[src/rtl/branch_target_predictor_pkg.sv]
// Shared types for the branch target predictor: direction-counter encoding
// and sweep FSM states.
package branch_target_predictor_pkg;

   typedef enum logic [1:0] {
      StrongNT = 2'b00,
      WeakNT   = 2'b01,
      WeakT    = 2'b10,
      StrongT  = 2'b11
   } ctrState;

   typedef enum logic {
      IDLE  = 1'b0,
      CLEAR = 1'b1
   } bpState;

endpackage

[src/rtl/branch_target_predictor_sat_counter2.sv]
// Combinational next state of a 2-bit saturating direction counter.
module sat_counter2
   import branch_target_predictor_pkg::*;
(
   input  ctrState ctr,
   input  logic    taken,
   output ctrState ctr_next
);

   always_comb begin
      ctr_next = ctr;
      unique case (ctr)
         StrongNT: ctr_next = taken ? WeakNT  : StrongNT;
         WeakNT:   ctr_next = taken ? WeakT   : StrongNT;
         WeakT:    ctr_next = taken ? StrongT : WeakNT;
         StrongT:  ctr_next = taken ? StrongT : WeakT;
         default:  ctr_next = WeakNT;
      endcase
   end

endmodule

[src/rtl/branch_target_predictor.sv]
// Direct-mapped BTB with 2-bit direction counters, trained at resolution,
// with a one-entry-per-cycle invalidation sweep.
module branch_target_predictor
   import branch_target_predictor_pkg::*;
#(
   parameter int BIT_COUNT = 32,
   parameter int ENTRIES   = 16
) (
   input  logic                 clk,
   input  logic                 reset_n,
   input  logic [BIT_COUNT-1:0] PC_I,
   output logic                 Predict,
   output logic [BIT_COUNT-1:0] Prediction,
   input  logic                 Resolve_C,
   input  logic [BIT_COUNT-1:0] ResolvePC_C,
   input  logic                 Taken_C,
   input  logic [BIT_COUNT-1:0] Target_C,
   input  logic                 PredictedTaken_C,
   input  logic [BIT_COUNT-1:0] PredictedTarget_C,
   output logic                 PredictionCorrect_C,
   input  logic                 InvalidateAll,
   output logic                 Busy,
   output logic [15:0]          MispredictCount
);

   localparam int IDX   = $clog2(ENTRIES);
   localparam int TAG_W = BIT_COUNT - IDX - 2;
   localparam logic [IDX-1:0] LAST = IDX'(ENTRIES - 1);

   typedef struct packed {
      logic                 valid;
      logic [TAG_W-1:0]     tag;
      logic [BIT_COUNT-1:0] target;
      ctrState              ctr;
   } entry_t;

   entry_t          btb_q [ENTRIES];
   bpState          state_q, state_d;
   logic [IDX-1:0]  ptr_q;

   logic [IDX-1:0]  lk_idx, rs_idx;
   logic [TAG_W-1:0] lk_tag, rs_tag;
   entry_t          lk_entry, rs_entry;
   logic            rs_hit;
   ctrState         ctr_next;
   logic            unused_pc_bits;

   assign unused_pc_bits = &{1'b0, PC_I[1:0], ResolvePC_C[1:0]};

   // Lookup
   assign lk_idx   = PC_I[IDX+1:2];
   assign lk_tag   = PC_I[BIT_COUNT-1:IDX+2];
   assign lk_entry = btb_q[lk_idx];

   always_comb begin
      Predict    = !Busy && lk_entry.valid && (lk_entry.tag == lk_tag) && lk_entry.ctr[1];
      Prediction = Predict ? lk_entry.target : '0;
   end

   // Resolution
   assign rs_idx   = ResolvePC_C[IDX+1:2];
   assign rs_tag   = ResolvePC_C[BIT_COUNT-1:IDX+2];
   assign rs_entry = btb_q[rs_idx];
   assign rs_hit   = rs_entry.valid && (rs_entry.tag == rs_tag);

   assign PredictionCorrect_C = Resolve_C && (Taken_C == PredictedTaken_C) &&
                                (!Taken_C || (Target_C == PredictedTarget_C));

   sat_counter2 u_ctr (
      .ctr      (rs_entry.ctr),
      .taken    (Taken_C),
      .ctr_next (ctr_next)
   );

   // Sweep writes and training are exclusive: training is dropped while busy.
   always_ff @(posedge clk or negedge reset_n) begin
      if (!reset_n) begin
         for (int unsigned i = 0; i < ENTRIES; i++) begin
            btb_q[i] <= '{valid: 1'b0, tag: '0, target: '0, ctr: WeakNT};
         end
      end else if (Busy) begin
         btb_q[ptr_q].valid <= 1'b0;
         btb_q[ptr_q].ctr   <= WeakNT;
      end else if (Resolve_C) begin
         if (rs_hit) begin
            btb_q[rs_idx].ctr <= ctr_next;
            if (Taken_C) btb_q[rs_idx].target <= Target_C;
         end else if (Taken_C) begin
            btb_q[rs_idx] <= '{valid: 1'b1, tag: rs_tag, target: Target_C, ctr: WeakT};
         end
      end
   end

   always_ff @(posedge clk or negedge reset_n) begin
      if (!reset_n) state_q <= IDLE;
      else          state_q <= state_d;
   end

   always_comb begin
      state_d = state_q;
      unique case (state_q)
         IDLE:    if (InvalidateAll) state_d = CLEAR;
         CLEAR:   if (ptr_q == LAST) state_d = IDLE;
         default: state_d = IDLE;
      endcase
   end

   always_comb begin
      Busy = (state_q == CLEAR);
   end

   always_ff @(posedge clk or negedge reset_n) begin
      if (!reset_n)                           ptr_q <= '0;
      else if (state_q == IDLE && InvalidateAll) ptr_q <= '0;
      else if (state_q == CLEAR)              ptr_q <= ptr_q + 1'b1;
   end

   always_ff @(posedge clk or negedge reset_n) begin
      if (!reset_n)
         MispredictCount <= '0;
      else if (Resolve_C && !PredictionCorrect_C && MispredictCount != 16'hFFFF)
         MispredictCount <= MispredictCount + 16'd1;
   end

endmodule

[config.mk]
export PLATFORM = sky130hd
export DESIGN_NAME = branch_target_predictor
export DESIGN_NICKNAME = d
export VERILOG_FILES = /design/src/rtl/branch_target_predictor_pkg.sv /design/src/rtl/branch_target_predictor_sat_counter2.sv /design/src/rtl/branch_target_predictor.sv
export SDC_FILE = /design/constraint.sdc
export NUM_CORES = 2
export LEC_CHECK = 0
export CORE_MARGIN = 2
export CORE_UTILIZATION = 45
export CTS_BUF_LIST = sky130_fd_sc_hd__clkbuf_8
export CTS_CLUSTER_SIZE = 40
export DETAILED_ROUTE_END_ITERATION = 6
export GPL_ROUTABILITY_DRIVEN = 0
export GPL_TIMING_DRIVEN = 0
export PLACE_DENSITY = 0.59
export SYNTH_ARGS = -nofsm -noshare
export SYNTH_HDL_FRONTEND = slang
export SYNTH_SLANG_ARGS = --single-unit
export TNS_END_PERCENT = 10
[constraint.sdc]
create_clock -name clk -period 10.9 [get_ports clk]
set_input_delay 2.18 -clock clk [delete_from_list [all_inputs] [get_ports clk]]
set_output_delay 2.18 -clock clk [all_outputs]
set_load 0.03 [all_outputs]
Yosys cells after proc, flatten, opt, wreduce, memory -nomap -nowiden. Cells that the tools add are included.

Register bits after elaboration: 997. Latch bits: 0. Memory bits (writable): 0. ROM bits: 0. Input bits: 134. Output and inout bits: 51. Logic and storage cells: 144. Memories kept: 0.

Add/subtract/negate cells: 2. Multipliers: 0. Div/mod/pow operators: 0. Magnitude comparators: 5. Eq/ne operators: 9. Shifts and indexed selects: 0. Muxes and demuxes: 37. Bitwise operators: 4. Reduce and logical (&&, ||, !) cells: 20.

Operators by type and width (number): $bwmux 976 (5); $mux 976 (5); $demux 61 s4 (5); $bmux 61 s4 (2); $mux 61 (6); $eq 26x26->1 (2); $mux 34 (1); $eq 32x32->1 (1); $mux 32 (1); $add 16x1->16 const B (1); $ne 16x16->1 const B (1); $ge 5x5->1 const B (3); $not 4->5 (3); $logic_and 1x1->1 (11); $lt 5x1->1 const B (2); $mux 2 (4); $mux 4 (2); $pmux 2 s4 (1); $add 4x1->4 const B (1); $eq 2x2->1 const B (2); $eq 4x4->1 const B (1); $mux 1 (4); $reduce_bool 2->1 (2); $logic_not 1->1 (3); 8 further kinds (8).

Longest topological paths before layout.
Depth after elaboration: 12. Mapped depth: 17. Gate-level depth less buffers: 9.

Modules after synthesis. From an unflattened synthesis, not the netlist that was laid out.

Cell total of the unflattened synthesis: 3279. Area total of the unflattened synthesis: 50652.3 um2.

Modules (own cells, without submodules): branch_target_predictor (instances 1, cells each 3276, area each 50626.1 um2, sequential area each 24968.9 um2); sat_counter2 (instances 1, cells each 3, area each 26.3 um2, sequential area each 0.0 um2).

Least setup slack after synthesis. No wires, ideal clock.

Path kind: input port to output port. From: input PC_I[2]. To: output Prediction[10]. Arrival: 5.619 ns. Required time: 8.720 ns. Slack: 3.101 ns. Stages: 11. Path buffers: 4. Cells stage by stage: clkbuf_1 > buf_1 > buf_1 > mux4_2 > a211oi_1 > a21oi_1 > xor2_1 > nor4_1 > nand4_1 > clkbuf_1 > nor2b_1.

Cells in the longest elaborated chain, start to end: 8. Elaborated cells on any way between the ends: 9. Those cells by class: eq/ne: 1; mux: 4; bitwise: 1; reduce/logical: 3.

RTL lines: start, declared (RTL line branch_target_predictor.sv:11) `input logic [BIT_COUNT-1:0] PC_I,`; $not 4->5 (not written as such) * (RTL line branch_target_predictor.sv:53) `assign lk_entry = btb_q[lk_idx];`; $bmux 61 s4 * (RTL line branch_target_predictor.sv:53); $mux 61 (not written as such) * (2 in series) (RTL line branch_target_predictor.sv:53); $eq 26x26->1 / $logic_and 1x1->1 (equally long branches) (RTL line branch_target_predictor.sv:56) `Predict = !Busy && lk_entry.valid && (lk_entry.tag == lk_tag) && lk_entry.ctr[1];`; $logic_and 1x1->1 (2 in series) (RTL line branch_target_predictor.sv:56); $mux 32 * (RTL line branch_target_predictor.sv:57) `Prediction = Predict ? lk_entry.target : '0;`; end, declared (RTL line branch_target_predictor.sv:13) `output logic [BIT_COUNT-1:0] Prediction,`.

Every way passes the cells marked *; elsewhere a longest branch is shown, timed or not. The select of a mux whose other input is x is not followed.

Worst setup path after layout.
From: input PC_I[4]. To: output Prediction[30].

The elaborated chain is that of the path after synthesis.

==> flow_summary.json <==
{
  "synth_edf_count": 0,
  "drv_slew": 10,
  "cts_tree": "built",
  "first_global_vias": 34900,
  "cp-startpoint": "PC_I[4]",
  "avgSynthCellArea_um2": 15.4,
  "num_vias": 32500,
  "leakage_nw": 26.8,
  "drtAntennaViolNets": 0,
  "ctsHtreeMaxLevel": 4,
  "cp-end-kind": "primary output",
  "p_clk_share_pct": 37.5,
  "dieArea_um2": 116000,
  "yosys-top-cells-area": "dfrtp_1, mux2_2, mux4_2, mux2_4, mux2i_1",
  "cts.sinks": 997,
  "endpoint": "Prediction[30]",
  "clk_latency_ns": 0.88,
  "clk_path_buf_depth": 3,
  "grt-ovfl-total": 0,
  "drt_wl_total_um": 167000,
  "synth_seq_cells": 997,
  "critical-path-top-delay-family": "buffers and inverters",
  "multi_input_area_um2": 24300,
  "max-vdd-ir-drop_v": 0.000118,
  "cp_cell_sequence": "clkbuf_1 -> clkbuf_2 -> clkbuf_1 -> buf_1 -> mux4_2 -> o211ai_1 -> nor4_1 -> nand4_1 -> buf_4 -> clkbuf_1 -> nor2b_1 -> clkdlybuf4s50_1",
  "rr_worst_depth": 11,
  "die_y_um": 340,
  "critPathRequiredTime_ns": 8.72,
  "worstSetupPathType": "in -> out",
  "max_freq_mhz": 91.9,
  "dpl_cell_area_um2": 54500,
  "yosysWarnings": 0,
  "cp.depth": 12,
  "drive_above_1_share_pct": 45.7,
  "crit_path_max_incr_delay_ns": 1.10,
  "rr_endpoint": "btb_q[468]",
  "internal_power_mw": 6.97,
  "dpl.hpwl_um": 116000,
  "post-route-drc-count": 0,
  "max_cap_violations": 1,
  "synth_top_area_share_pct": 48.3,
  "synth_area_um2": 50800,
  "areaGrowthSynthToFinish_pct": 14.7,
  "skew_ns": 0.0471,
  "grt_pass1_wl_um": 245000,
  "comb_power_share_pct": 16.4,
  "synth_commonest_cells": "dfrtp_1, mux2_2, mux4_2",
  "outcome": "finished with violations",
  "regToRegSetupSlack_ns": 6.25,
  "drtPass1Iterations": 5,
  "drt-vias-per-instance": 6.15,
  "synth.largest_area_cell": "dfrtp_1",
  "antenna_found_initial": 5,
  "fp.coreArea_um2": 112000,
  "crit_fanout": 10,
  "hold_viol_final": 0,
  "worst_slew_pin_slew_ns": 1.51,
  "initial_utilization_pct": 45.3,
  "yosysSeqAreaShare_pct": 49.2,
  "rsz0062_at_grt": "no",
  "syn_nets": 3428,
  "post-route-min-period_ns": 10.88,
  "regArea_um2": 25000,
  "cts-buffers-inserted": 179,
  "io_pins": 185,
  "setup_viol": 0,
  "crit_buf_inv": 7,
  "cpMaxStageDelayCell": "nor4_1",
  "fin_nets": 3779,
  "crit_arrival_ns": 8.70,
  "async_flop_share_pct": 100,
  "design_area_um2": 58300,
  "yosysMostFrequentCell": "dfrtp_1",
  "clockRootBuffer": "clkbuf_8",
  "r2r-start": "btb_q[163]",
  "avgRoutedWirePerCell_um": 31.7,
  "port_buffers": 155,
  "worst_hold_path_type": "reg -> reg",
  "holdWs_ns": 0.496,
  "drt_iter0_markers": 2829,
  "p_seq_share_pct": 46.0,
  "rows": 123,
  "swShare_pct": 28.0,
  "holdBufCountCts": 0,
  "violations": "capacitance limit, slew limit",
  "p_sw_mw": 2.71,
  "grt_max_degree": 132,
  "synth_cell_types": 70,
  "power_density_nw_per_um2": 166,
  "timing.final.crit_share_pct": 99.9,
  "cp_common_cell": "clkbuf_1",
  "worst_setup_path_start_kind": "input port",
  "slew_headroom_pct": -1.48,
  "yosys_most_used_dff": "dfrtp_1",
  "postSynthCellCount": 3289,
  "fillers": 9366,
  "die_w_um": 340,
  "clk_pin_slew_ns": 0.06,
  "grt_use_total_pct": 29.0
}
-- cells by family (layout without fill, tap and decap cells) --
group,count (synthesis),in the layout,synth area share [%]
buf+inv,302,788,2.90
xor+xnor,106,106,1.83
flops,997,997,49.2
mux,1437,1437,40.6
simple gates,295,295,3.23
fa+ha+maj,7,7,0.163
compound gates,145,145,2.10
other cells,0,3,0
-- how the worst min path moves through the flow --
| stage | to | cells past startpoint | startpoint |
|---|---|---|---|
| 3_5_place_dp | btb_q[942] | 1 | btb_q[942] |
| 3_3_place_gp | MispredictCount[8] | 1 | MispredictCount[8] |
| 5_1_grt | btb_q[91] | 1 | btb_q[91] |
| 2_1_floorplan | btb_q[61] | 2 | btb_q[61] |
| 6_report | MispredictCount[8] | 1 | MispredictCount[8] |
| 4_1_cts | MispredictCount[8] | 1 | MispredictCount[8] |
-- power groups by stage --
stage,clock network (mW),registers (mW),logic [mW]
2_1_floorplan,0,4.42,1.04
3_3_place_gp,0,4.50,1.52
3_5_place_dp,0,4.51,1.58
4_1_cts,3.69,4.45,1.59
5_1_grt,3.87,4.50,1.69
6_report,3.63,4.46,1.59
-- cells in the final DEF, fill, tap and decap left out, types with 27 or more instances in the layout --
cell type,Yosys,routed
clkbuf_1,174,164
nand3_1,44,44
buf_4,29,32
mux2i_1,130,130
mux2_2,811,811
nor2b_1,53,53
clkdlybuf4s50_1,0,154
nor2_1,44,44
buf_1,39,29
mux4_2,364,364
buf_2,21,30
inv_1,11,68
clkbuf_8,0,237
nand2_1,62,62
buf_6,25,27
mux2_4,132,132
xnor2_1,44,44
xor2_1,62,62
dfrtp_1,981,981
-- worst register-to-register path, cell delays in order (launching register included) --
cell and delay [ns]:
dfrtp_1 0.40, mux4_2 0.48, mux2_2 0.27, a21oi_1 0.17
xnor2_1 0.34, a211oi_1 0.29, o2111ai_2 0.22, nor4_2 0.08
buf_4 0.21, nor3_2 1.19, buf_4 0.49, mux2_2 0.39
-- area by class of cell --
type | count | area share [%]
timing repair buffer | 170 | 3.20
tap | 1500 | 3.22
clock buffer | 237 | 5.60
multi-input combinational | 1990 | 41.8
clock inverter | 79 | 0.747
sequential | 997 | 42.9
buffer | 290 | 2.50
inverter | 12 | 0.0773
antenna | 3 | 0.0129
-- flip-flops by register name, indices dropped and copies added, names as in the netlist --
signal	count
MispredictCount	16
ptr_q	4
Busy	1
btb_q	976
-- stage by stage --
step	power (mW)	std cells	setup TNS [ns]	util [%]	worst slack [ns]
2_1_floorplan	5.46	3289	0	-	3.10
3_3_place_gp	6.02	4944	-	48.3	-35.42
3_5_place_dp	6.09	4956	-18.71	48.6	-0.911
4_1_cts	9.73	5274	0	51.9	0.241
5_1_grt	10.1	5278	0	51.9	0.222
6_report	9.68	5278	0	51.9	0.0163
-- per-layer routing --
layer / part of all wire (%) / vias up / GRT usage [%]
met5: 0.0078 / - / 0
met4: 4.4 / 2 / 12.4
met3: 7.3 / 410 / 6.69
met2: 48 / 1375 / 46.4
met1: 40 / 17500 / 38.1
li1: - / 13100 / -
-- what timing repair did --
item / in CTS / in global routing
buffers inserted: 2 / 0
gates resized for setup: 5 / 0
setup endpoints to repair: 33 / 0
Note: power is estimated with default switching activity, not from simulation.
